File: config.mk
export PLATFORM = sky130hd
export DESIGN_NAME = fifo_cmd_writer
export DESIGN_NICKNAME = d
export VERILOG_FILES = /design/src/rtl/fifo_cmd_writer.sv
export SDC_FILE = /design/constraint.sdc
export NUM_CORES = 1
export LEC_CHECK = 0
export CORE_MARGIN = 10
export CORE_UTILIZATION = 53
export CTS_CLUSTER_SIZE = 8
export DETAILED_ROUTE_END_ITERATION = 16
export MAX_ROUTING_LAYER = met4
export PLACE_DENSITY = 0.81
export SKIP_CTS_REPAIR_TIMING = 1
export SYNTH_ARGS = -nofsm -noshare
export SYNTH_HDL_FRONTEND = slang
export SYNTH_SLANG_ARGS = --single-unit
File: constraint.sdc
create_clock -name clk -period 4 [get_ports clk]
set_clock_uncertainty 0.15 [all_clocks]
set_input_delay 1.2 -clock clk [delete_from_list [all_inputs] [get_ports clk]]
set_output_delay 1.2 -clock clk [all_outputs]
set_load 0.01 [all_outputs]
File: src/rtl/fifo_cmd_writer.sv
// fifo_cmd_writer: paced byte writer for an async command FIFO (define FIFOWR_WRCOUNT_EN to add the wr_count port)
module fifo_cmd_writer #(
  parameter int unsigned SETUP_TICKS   = 2,
  parameter int unsigned PULSE_TICKS   = 4,
  parameter int unsigned RECOVER_TICKS = 4
) (
  input  logic        clk,
  input  logic        nrst,
  input  logic        in_valid,
  input  logic [7:0]  in_data,
  output logic        in_ready,
  input  logic        fifo_nff_in,
  output logic [7:0]  fifo_data,
  output logic        fifo_nwr,
  output logic        fifo_full,
`ifdef FIFOWR_WRCOUNT_EN
  output logic [15:0] wr_count,
`endif
  output logic        busy
);
  typedef enum logic [1:0] {IDLE, SETUP, STROBE, RECOVER} state_t;
  localparam logic [7:0] SETUP_LD   = 8'(SETUP_TICKS - 1);
  localparam logic [7:0] PULSE_LD   = 8'(PULSE_TICKS - 1);
  localparam logic [7:0] RECOVER_LD = 8'(RECOVER_TICKS - 1);
  state_t     state_q, state_d;
  logic [7:0] cnt_q, cnt_d;
  logic [7:0] data_q, data_d;
  logic       nwr_q, nwr_d;
  logic       ready_q, ready_d;
  logic       nff_meta_q, nff_sync_q;
  assign in_ready  = ready_q;
  assign fifo_data = data_q;
  assign fifo_nwr  = nwr_q;
  assign fifo_full = ~nff_sync_q;
  assign busy      = state_q != IDLE;
  // Synchronize the async full flag; resets to 0 so the FIFO is presumed full
  always_ff @(posedge clk) begin
    if (!nrst) begin
      nff_meta_q <= 1'b0;
      nff_sync_q <= 1'b0;
    end else begin
      nff_meta_q <= fifo_nff_in;
      nff_sync_q <= nff_meta_q;
    end
  end
  // Write sequencing: setup (stalls while full), strobe, recovery gap
  always_comb begin
    state_d = state_q;
    cnt_d   = cnt_q;
    data_d  = data_q;
    nwr_d   = nwr_q;
    ready_d = ready_q;
    case (state_q)
      IDLE: begin
        if (in_valid && ready_q) begin
          data_d  = in_data;
          cnt_d   = SETUP_LD;
          state_d = SETUP;
          ready_d = 1'b0;
        end else ready_d = 1'b1;
      end
      SETUP: begin
        if (cnt_q != 8'd0) cnt_d = cnt_q - 8'd1;
        else if (nff_sync_q) begin
          nwr_d   = 1'b0;
          cnt_d   = PULSE_LD;
          state_d = STROBE;
        end
      end
      STROBE: begin
        if (cnt_q != 8'd0) cnt_d = cnt_q - 8'd1;
        else begin
          nwr_d   = 1'b1;
          cnt_d   = RECOVER_LD;
          state_d = RECOVER;
        end
      end
      RECOVER: begin
        if (cnt_q != 8'd0) cnt_d = cnt_q - 8'd1;
        else begin
          state_d = IDLE;
          ready_d = 1'b1;
        end
      end
      default: state_d = IDLE;
    endcase
  end
  // State registers; reset mid-write raises the strobe and drops the byte
  always_ff @(posedge clk) begin
    if (!nrst) begin
      state_q <= IDLE;
      cnt_q   <= 8'd0;
      data_q  <= 8'h00;
      nwr_q   <= 1'b1;
      ready_q <= 1'b0;
    end else begin
      state_q <= state_d;
      cnt_q   <= cnt_d;
      data_q  <= data_d;
      nwr_q   <= nwr_d;
      ready_q <= ready_d;
    end
  end
`ifdef FIFOWR_WRCOUNT_EN
  logic [15:0] wr_count_q;
  logic        wr_done;
  assign wr_done  = state_q == STROBE && cnt_q == 8'd0;
  assign wr_count = wr_count_q;
  // Count strobes that complete normally; reset-truncated ones never reach wr_done
  always_ff @(posedge clk) begin
    if (!nrst) wr_count_q <= 16'd0;
    else if (wr_done) wr_count_q <= wr_count_q + 16'd1;
  end
`endif
endmodule

== After elaboration in Yosys (flattened, before gate mapping) ==
Index checks and enable logic that the tools add are counted.
Widths: inputs -> output; s select.
Cells by class
  $add $sub $neg: 1
  equality and inequality tests: 10
  multiplexer cells: 18
  bitwise gates (word level): 1
  reductions and logical operators: 11
Operator list (number)
  $mux 8: 5
  $pmux 8 s4: 1
  $ne 2x2->1 const B: 6
  $mux 2: 5
  $pmux 2 s4: 1
  $reduce_bool 8->1: 1
  $sub 8x1->8 const B: 1
  $reduce_bool 2->1: 3
  $reduce_and 5->1: 1
  $eq 2x2->1 const B: 2
  $mux 1: 4
  $pmux 1 s2: 2
  $reduce_and 2->1: 2
  $reduce_and 4->1: 1
  $ne 3x3->1 const B: 1
  $reduce_and 3->1: 1
  $eq 2x1->1 const B: 1
  $logic_not 2->1: 1
  $logic_and 1x1->1: 1
  $not 1->1: 1
Word-level totals
  flip-flop bits (word level): 22
  input port bits: 12

== Logic depth before layout (Yosys ltp) ==
  depth in word-level cells: 3
  mapped depth: 7

== Least setup slack after synthesis ==
OpenSTA, ideal clock, no wires.
  kind: input to register
  start: input in_valid
  end: register cnt_q[7]
  library setup time: 0.070 ns
  arrival time: 2.041 ns
  slack: 1.739 ns
  stages: 4
  cell sequence: a21bo_2 -> nand3_1 -> or4b_1 -> a21oi_1
On the way
  cells in the longest elaborated chain, start to end: 3
Ends and longest elaborated chain
  start: declaration: line 9  | input logic in_valid,
  $logic_and 1x1->1: line 55  | if (in_valid && ready_q) begin
  $ne 2x2->1 (no line)
  $reduce_and 3->1 (no line)
  end signal: assignment: line 98  | cnt_q <= cnt_d;
  end: declaration: line 26  | logic [7:0] cnt_q, cnt_d;
Every way passes these cells.
A chain may end at the register's enable or synchronous reset.

== Worst setup path in the final report ==
  start: register state_q[1]
  end: output busy
On the way
  cells in the longest elaborated chain, start to end: 1
Ends and longest elaborated chain
  start: declaration: line 25  | state_t state_q, state_d;
  start signal: assignment: line 97  | state_q <= state_d;
  $reduce_bool 2->1: line 35  | assign busy = state_q != IDLE;
  end: declaration: line 19  | output logic busy
Every way passes these cells.

==> metrics.yaml <==
logic_synthesis:
  synth_xor_area_share_pct: 0
  synth_top_area_share_pct: 39.2
  ys_seq_area_share_pct: 39.2
  ys_warn_count: 0
  synth_cells: 131
  synth_top_family_by_area: "simple AND/OR/NAND/NOR gates"
  synthAdderAreaFrac_pct: 5.57
  synth_compound_area_share_pct: 23.7
  ys_async_sr_fraction_pct: 0
  synth_area_leader_cell: "dfxtp_1"
  synthTopCellsByCount: "22 x a21oi_1, 22 x dfxtp_1, 22 x nand2_1"
  synth_ff_type: "dfxtp_1"
  synth_cell_types: 34
  syn-cell-area_mm2: 0.00112
  synth_simple_gate_area_share_pct: 25.4
  syn_area_per_cell_um2: 8.57
  yosys_register_bits: 22
  synth_mux_area_share_pct: 0
  synth_area_leaders: "dfxtp_1 39%, a21oi_1 9.8%, nand2_1 7.4%"
  synth.net_count: 148
  synth_edf_count: 0
cts:
  clk_latency_ns: 0.31
  numCtsBuffers: 3
  cts-root-buf: "clkbuf_4"
  clk_pin_slew_ns: 0.12
  cts_tree: "done"
  htreeDepth: 1
  cts_buffer_depth: 2
  cts.sinks: 22
sta:
  worst_pin_slew_ns: 0.611
  rsz0062_at_grt: "false"
  post-route-period-util_pct: 78.5
  max-slew-margin-rel_pct: 59.3
  clock.fmax_ghz: 0.318
  drv_slew: 0
  finalSetupTns_ns: 0
  setup_viol: 0
  finalHoldViolCount: 0
  hold_ws_ns: 0.308
  period_needed_ns: 3.14
floorplan:
  std_cell_rows: 16
  initial_utilization_pct: 56.6
  die_w_um: 66.0
  fp.dieArea_mm2: 0.00436
  die_h_um: 66.0
  ios: 24
  coreArea_mm2: 0.00198
place:
  dpl.hpwl_um: 2060
  port_buffers: 23
  place.gp.congestion: 0.883
pwr:
  p_per_area_mw_per_mm2: 666
  peakVddDrop_mv: 0.393
  leakagePower_nw: 0.521
global_routing:
  grt.total_usage_pct: 13.5
  overflow: 0
  grt_max_degree: 15
  grt_pass1_vias: 1033
  antenna_found_initial: 0
  grt_pass1_wl_um: 4660
setup_path:
  end_kind: "output port"
  cp_data_arrival_time_ns: 1.79
  critical_path_class: "flip-flop to output port"
  worstPathMaxFanout: 9
  cp-startpoint: "state_q[1]"
  start_kind: "flip-flop"
  reg2reg_slack_ns: 1.92
  r2r_start: "state_q[1]"
  cp_data_required_time_ns: 2.65
job:
  drv_cap: 0
route:
  avgRoutedWirePerCell_um: 15.1
  vias: 1035
  drc: 0
  drt-total-wl_um: 2740
  first_pass_iters: 4
  final_antenna_net_count: 0
  drt_iter0_drc: 82
  vias_per_cell: 5.72
worst_hold_path:
  hold_class: "flip-flop to flip-flop"
  hp-start: "nff_meta_q"
finish:
  nets: 172
  drive_above_1_share_pct: 9.09
  antenna_cells: 0
  area_delta_synth_final_pct: 24.9
  nFillCells: 160
run_status:
  status: "finished, final reports clean"
critical path, stage by stage (launching register included):
cell	delay, ns
dfxtp_1	0.41
inv_1	0.09
ha_1	0.30
inv_1	0.12
clkdlybuf4s50_1	0.56
final timing paths:
check,end,depth (start not counted)
worst max-delay path,busy,4
worst min-delay path,nff_sync_q,1
worst max register to register,cnt_q[3],6
worst min register to register,nff_sync_q,1
through the flow:
stage	setup WS (ns)	instance area [um^2]	util (%)	instances	power [W]
floorplan	1.74	1120	-	131	0.000640
global placement	1.16	1350	68.1	177	0.000738
detailed placement	1.11	1350	68.1	177	0.000758
CTS	0.857	1400	70.7	181	0.000933
global route	0.745	1400	70.7	181	0.00100
finish	0.860	1400	70.7	181	0.000934
placed cells by master, fill, tap and decap left out, types with 2 or more instances in the layout:
master,synthesis,routed
and3_1,2,2
clkdlybuf4s50_1,0,23
nor2_1,6,6
nor3_1,3,3
ha_1,5,5
and2_1,2,2
o41ai_1,2,2
clkbuf_4,0,3
or4b_1,2,2
a21oi_1,22,22
o31ai_1,3,3
inv_1,7,7
nand2_1,22,22
o21ai_0,7,7
dfxtp_1,22,22
nand3_1,4,4
power by group:
part           switching, W  internal [W]
registers         0.0000439      0.000264
logic              0.000253      0.000203
clock network     0.0000694      0.000101
total              0.000366      0.000568
cell type report:
type                            count  area (um^2)  area share (%)
Multi-Input combinational cell     97          614            43.8
Timing Repair Buffer               23          230            16.4
Clock inverter                      1         30.0            2.14
Tap cell                           27         33.8            2.41
Sequential cell                    22          440            31.4
Clock buffer                        3         22.5            1.61
Inverter                            8         30.0            2.14
cells by family after synthesis:
kind of cell             Yosys count
AND/OR/NAND/NOR                   51
adder cells (fa/ha/maj)            5
flip-flops                        22
AO/OA/AOI/OAI                     41
buffers and inverters             12
sequential cells by signal (all words and copies together), names as in the netlist:
name        cells
nff_sync_q      1
fifo_data       8
cnt_q           8
state_q         2
nff_meta_q      1
in_ready        1
fifo_nwr        1
metal layers:
| metal | part of all wire (%) | vias to the layer above | track usage [%] |
|---|---|---|---|
| li1 | - | 517 | - |
| met1 | 42 | 489 | 14.4 |
| met2 | 52 | 25 | 23.9 |
| met3 | 4.3 | 4 | 2.54 |
| met4 | 0.84 | 0 | 5.50 |
| met5 | 0 | - | - |
Power figures use the tool's default switching activity.
